`config.mk`:
```
export PLATFORM = sky130hd
export DESIGN_NAME = fetch_stage
export DESIGN_NICKNAME = d
export VERILOG_FILES = /design/src/rtl/legv8_pkg.sv /design/src/rtl/fetch_stage.sv
export SDC_FILE = /design/constraint.sdc
export NUM_CORES = 1
export LEC_CHECK = 0
export CAP_MARGIN = 20
export CORE_MARGIN = 5
export CORE_UTILIZATION = 51
export CTS_BUF_LIST = sky130_fd_sc_hd__clkbuf_8
export CTS_CLUSTER_DIAMETER = 30
export DETAILED_ROUTE_END_ITERATION = 10
export HOLD_SLACK_MARGIN = 0.03
export PLACE_DENSITY = 0.82
export SYNTH_ARGS = -nofsm -noshare
export SYNTH_HDL_FRONTEND = slang
export SYNTH_SLANG_ARGS = --single-unit
```
`constraint.sdc`:
```
create_clock -name clk -period 8.5 [get_ports clk]
set_input_delay 1.275 -clock clk [delete_from_list [all_inputs] [get_ports clk]]
set_output_delay 1.275 -clock clk [all_outputs]
set_load 0.01 [all_outputs]
```
`src/rtl/legv8_pkg.sv`:
```
// rtl/legv8_pkg.sv - shared LEGv8 datapath constants, fetch state encoding and opcode helper
//
// Purpose: constants and types shared by the fetch stage and the decode/control
// logic. OPC_MSB/OPC_LSB select the 11-bit opcode field that feeds the control
// unit from a fetched instruction word.
package legv8_pkg;

    localparam int INSTR_W = 32;
    localparam int PC_INC  = 4;
    localparam int OPC_MSB = 31;
    localparam int OPC_LSB = 21;
    localparam int OPC_W   = OPC_MSB - OPC_LSB + 1;

    typedef enum logic [1:0] {
        S_IDLE = 2'd0,
        S_REQ  = 2'd1,
        S_FULL = 2'd2
    } fetch_state_t;

    function automatic logic [OPC_W-1:0] opcode_of(input logic [INSTR_W-1:0] instr);
        return instr[OPC_MSB:OPC_LSB];
    endfunction

endpackage

```
`src/rtl/fetch_stage.sv`:
```
// rtl/fetch_stage.sv - LEGv8 instruction fetch stage with req/ack memory port and branch redirect
//
// Purpose: holds the PC, fetches one 32-bit word at a time from instruction
// memory and presents it with its address to decode. A taken branch redirects
// the PC and flushes any held or in-flight instruction.
//
// Ports:
//   clk         in   sole clock, rising edge
//   reset       in   asynchronous, active-high
//   imem_req    out  read request, held until imem_ack
//   imem_addr   out  byte address of the requested word, stable while imem_req
//   imem_ack    in   one-cycle pulse, imem_rdata valid this cycle
//   imem_rdata  in   instruction word
//   if_valid    out  if_instr/if_pc hold a valid instruction
//   if_instr    out  fetched instruction
//   if_pc       out  address of if_instr
//   id_ready    in   decode consumes the instruction at this edge when if_valid
//   br_taken    in   redirect pulse
//   br_target   in   redirect address, valid with br_taken
module fetch_stage
    import legv8_pkg::*;
#(
    parameter int                  PC_WIDTH = 64,
    parameter logic [PC_WIDTH-1:0] RESET_PC = '0
) (
    input  logic                clk,
    input  logic                reset,
    output logic                imem_req,
    output logic [PC_WIDTH-1:0] imem_addr,
    input  logic                imem_ack,
    input  logic [INSTR_W-1:0]  imem_rdata,
    output logic                if_valid,
    output logic [INSTR_W-1:0]  if_instr,
    output logic [PC_WIDTH-1:0] if_pc,
    input  logic                id_ready,
    input  logic                br_taken,
    input  logic [PC_WIDTH-1:0] br_target
);

    fetch_state_t          r_state;
    logic [PC_WIDTH-1:0]   r_pc;
    logic [PC_WIDTH-1:0]   r_req_addr;
    logic                  r_drop;
    logic                  r_if_valid;
    logic [INSTR_W-1:0]    r_if_instr;
    logic [PC_WIDTH-1:0]   r_if_pc;

    fetch_state_t          w_state_nxt;
    logic [PC_WIDTH-1:0]   w_pc_nxt;
    logic [PC_WIDTH-1:0]   w_req_addr_nxt;
    logic                  w_drop_nxt;
    logic                  w_if_valid_nxt;
    logic [INSTR_W-1:0]    w_if_instr_nxt;
    logic [PC_WIDTH-1:0]   w_if_pc_nxt;
    logic [PC_WIDTH-1:0]   w_seq_pc;
    logic [PC_WIDTH-1:0]   w_redirect_pc;

    // Sequential successor wraps naturally at 2^PC_WIDTH.
    assign w_seq_pc = r_req_addr + PC_WIDTH'(PC_INC);

    // PC to resume from after a discarded response.
    assign w_redirect_pc = br_taken ? br_target : r_pc;

    always_ff @(posedge clk or posedge reset) begin
        if (reset) begin
            r_state    <= S_IDLE;
            r_pc       <= RESET_PC;
            r_req_addr <= RESET_PC;
            r_drop     <= 1'b0;
            r_if_valid <= 1'b0;
            r_if_instr <= '0;
            r_if_pc    <= '0;
        end else begin
            r_state    <= w_state_nxt;
            r_pc       <= w_pc_nxt;
            r_req_addr <= w_req_addr_nxt;
            r_drop     <= w_drop_nxt;
            r_if_valid <= w_if_valid_nxt;
            r_if_instr <= w_if_instr_nxt;
            r_if_pc    <= w_if_pc_nxt;
        end
    end

    always_comb begin
        w_state_nxt    = r_state;
        w_pc_nxt       = r_pc;
        w_req_addr_nxt = r_req_addr;
        w_drop_nxt     = r_drop;
        w_if_valid_nxt = r_if_valid;
        w_if_instr_nxt = r_if_instr;
        w_if_pc_nxt    = r_if_pc;

        unique case (r_state)
            S_IDLE: begin
                // imem_ack is deliberately ignored here so a response that
                // was outstanding across a reset cannot be captured.
                w_state_nxt    = S_REQ;
                w_req_addr_nxt = r_pc;
            end

            S_REQ: begin
                if (imem_ack) begin
                    if (r_drop || br_taken) begin
                        // Stale response: throw it away and immediately
                        // request from the (possibly new) redirect PC.
                        w_drop_nxt     = 1'b0;
                        w_pc_nxt       = w_redirect_pc;
                        w_req_addr_nxt = w_redirect_pc;
                    end else begin
                        w_if_instr_nxt = imem_rdata;
                        w_if_pc_nxt    = r_req_addr;
                        w_if_valid_nxt = 1'b1;
                        w_pc_nxt       = w_seq_pc;
                        w_state_nxt    = S_FULL;
                    end
                end else if (br_taken) begin
                    // The memory must see a stable address until it acks,
                    // so only remember the redirect and mark the reply stale.
                    w_pc_nxt   = br_target;
                    w_drop_nxt = 1'b1;
                end
            end

            S_FULL: begin
                if (br_taken) begin
                    w_if_valid_nxt = 1'b0;
                    w_pc_nxt       = br_target;
                    w_req_addr_nxt = br_target;
                    w_state_nxt    = S_REQ;
                end else if (id_ready) begin
                    w_if_valid_nxt = 1'b0;
                    w_req_addr_nxt = r_pc;
                    w_state_nxt    = S_REQ;
                end
            end

            default: begin
                w_state_nxt = S_IDLE;
            end
        endcase
    end

    assign imem_req  = (r_state == S_REQ);
    assign imem_addr = r_req_addr;
    assign if_valid  = r_if_valid;
    assign if_instr  = r_if_instr;
    assign if_pc     = r_if_pc;

endmodule

```
==> impl_metrics.json <==
{
  "synthTopCellsByArea": "dfrtp_1 54%, mux2_2 10%, nand2_1 5.5%",
  "top_layer_used": "met4",
  "p_int_mw": 3.84,
  "p_per_area_nw_per_um2": 429,
  "start_util_pct": 51.9,
  "ys_types": 50,
  "io_pins": 263,
  "hold_depth": 1,
  "fin_skew_ns": 0.0248,
  "whs_endpoint": "if_pc[41]",
  "grt_max_degree": 146,
  "sequentialPowerShare_pct": 35.2,
  "n_fill_cell": 1469,
  "swShare_pct": 38.3,
  "synth_flop_cell": "dfrtp_1",
  "worst_pin_slew_ns": 1.13,
  "grt_pass1_vias": 9290,
  "slowest_stage": "clkinv_1",
  "num_rows": 52,
  "die_y_um": 154,
  "cts_sinks": 228,
  "hp-start": "if_pc[41]",
  "fp.dieW_um": 154,
  "slew_viol_final": 0,
  "yosysWarnings": 0,
  "cts_made_buffers": 47,
  "critical_path_peak_fanout": 29,
  "ant_nets": 0,
  "async_flop_share_pct": 100,
  "clk_pin_slew_worst_paths_ns": 0.06,
  "path_cells": "inv_1 -> ha_1 -> clkinv_1 -> nor2_4 -> buf_4 -> nand2_1 -> a31oi_1",
  "cp-start-kind": "flop",
  "cts-root-buf": "clkbuf_8",
  "setup_tns_ns": 0,
  "rrSetupSlack_ns": 4.63,
  "routed-wl-met3_mm": 2.87,
  "post_cts_resized": 0,
  "worstHoldPathType": "reg2reg",
  "core_area_um2": 20300,
  "cap_violations": 0,
  "reg2reg_from": "r_state[1]",
  "synth-seq-area-share_pct": 54.2,
  "drt_iter0_markers": 667,
  "antenna_found_initial": 0,
  "crit_type": "reg2reg",
  "path_delay_family": "buffers and inverters",
  "syn_area_per_cell_um2": 10.4,
  "power_mw": 6.22,
  "slowest_delay_ns": 0.89,
  "via_count": 8918,
  "synthTopCellsByCount": "228 x dfrtp_1, 155 x nand2_1, 100 x nor2_1",
  "wl_met1_mm": 12.1,
  "cts_hold_buffers": 0,
  "max-slew-margin-rel_pct": 24.5,
  "p_sw_mw": 2.38,
  "synth_edf_count": 0,
  "dp_hpwl_mm": 19.7,
  "final_nets": 1377,
  "reg2regPathDepth": 7,
  "detail_route.vias_per_cell": 5.65,
  "grt_usage_pct": 25.2,
  "syn-cell-area_um2": 10500,
  "post_cts_buffers": 0,
  "place_congestion": 0.821,
  "hold_violations": 0,
  "port_buffers": 262,
  "syn_to_final_growth_pct": 37.5,
  "path_buf_inv": 3,
  "drc": 0,
  "die_area_um2": 23600,
  "cts_max_path_buffers": 3,
  "vdd_drop_max_v": 0.000253,
  "wl_met2_mm": 14.8,
  "clk_latency_ns": 0.56,
  "end_kind": "flop",
  "grt_pass1_wl_mm": 48.6,
  "drt_pass1_iterations": 6,
  "overflow": 0,
  "fmax_mhz": 259,
  "cp.arrival_ns": 4.33,
  "fin_crit_sh_pct": 45.5,
  "netlist_instances": 1013,
  "required_ns": 8.96,
  "p_clk_share_pct": 20.4,
  "synth.most_common_cell": "dfrtp_1",
  "post_drt_wl_per_cell_um": 19.2,
  "p_leak_nw": 5.91,
  "syn_nets": 1119,
  "antennaDiodeCount": 0,
  "wirelength_mm": 30.2,
  "combPwrFrac_pct": 44.4,
  "fin_crit_ns": 3.87,
  "yosys.area.top_type": "dfrtp_1",
  "status": "finished, final reports clean",
  "setup_viol": 0,
  "cts_tree": "done",
  "synth_seq_cells": 228,
  "htreeDepth": 2,
  "drive_gt1_share_pct": 15.7,
  "yosys.area.top_type_share_pct": 54.2,
  "rr_endpoint": "imem_addr[53]",
  "grt_setup_unrepaired": "no"
}
## metrics by stage
step           area (µm²)  hold slack, ns  std cells  utilization [%]  setup WS [ns]
2_1_floorplan       10500           0.467       1013                -          0.977
3_5_place_dp        13300           0.493       1490             65.7           4.33
5_1_grt             14500           0.516       1578             71.3           4.40
4_1_cts             14400           0.508       1576             71.0           4.65
3_3_place_gp        13300           0.478       1490             65.7           4.40
6_report            14500           0.503       1578             71.3           4.63
## cells by family (layout without fill, tap and decap cells)
kind of cell | Yosys count | count (layout) | share of synthesized area (%)
XOR/XNOR | 54 | 54 | 4.49
flip-flops | 228 | 228 | 54.2
AND/OR/NAND/NOR | 345 | 345 | 15.0
buffers and inverters | 75 | 370 | 2.84
multiplexers | 110 | 110 | 11.6
AO/OA/AOI/OAI | 196 | 196 | 11.3
adder cells (fa/ha/maj) | 5 | 5 | 0.594
## power groups by stage
stage	Clock [mW]	Sequential (mW)	Combinational, mW
floorplan	0	2.24	1.39
global placement	0	2.16	2.69
detailed placement	0	2.19	2.76
CTS	1.30	2.18	2.78
global route	1.35	2.27	3.00
finish	1.27	2.19	2.76
## layout by cell type, fill, tap and decap left out, types with 4 or more instances in the layout
cell type and n:
nor4_1 12, mux2i_1 13, a31oi_1 54, a22oi_1 10, mux2_2 97, a21oi_1 59, o211ai_1 21, inv_1 18
ha_1 5, nand2_1 154, buf_4 7, bufinv_16 4, clkbuf_8 61, nand3_1 13, nand4_1 12, clkinv_2 6
clkdlybuf4s50_1 262, o22ai_1 30, nand4_2 4, xnor2_1 44, nor3_1 19, o21ai_0 14, nand2b_1 4, nor2_1 98
dfrtp_1 228, clkinvlp_4 6, xor2_1 10
## how the worst max path moves through the flow
stage / from / endpoint / cells after the start
4_1_cts: r_state[1] / imem_addr[45] / 7
6_report: r_state[1] / imem_addr[53] / 7
3_3_place_gp: br_taken / if_instr[7] / 5
2_1_floorplan: reset / if_instr[0] / 1
3_5_place_dp: br_taken / if_pc[63] / 5
5_1_grt: r_state[0] / imem_addr[44] / 7
## layer usage
metal / global-route usage [%] / up-vias
met4: 8.45 / 0
li1: - / 4109
met2: 41.8 / 392
met5: 0 / -
met1: 31.5 / 4360
met3: 7.70 / 57
## registers in the layout, indices dropped and copies added (netlist names)
register   flops
if_instr      32
if_pc         64
if_valid       1
imem_addr     64
r_drop         1
r_pc          64
r_state        2
## worst reg2reg max path: cells and delay by family, from the launching register on
| family | cells | cell delay (ns) |
|---|---|---|
| buffers and inverters | 3 | 1.45 |
| adders and majority gates | 1 | 0.76 |
| DFF | 1 | 0.41 |
| AOI/OAI and AO/OA | 1 | 0.18 |
| and+or+nand+nor | 2 | 0.98 |
## cell type report
type | instances | area (µm²) | share of cell area, %
repair buffers | 271 | 2730 | 18.9
clock inverters | 25 | 239 | 1.65
multi-input cells | 710 | 4570 | 31.6
well taps | 270 | 338 | 2.33
inverters | 13 | 56.3 | 0.389
clock buffers | 61 | 840 | 5.80
flip-flops and latches | 228 | 5710 | 39.4
Note: power is estimated with default switching activity, not from simulation.
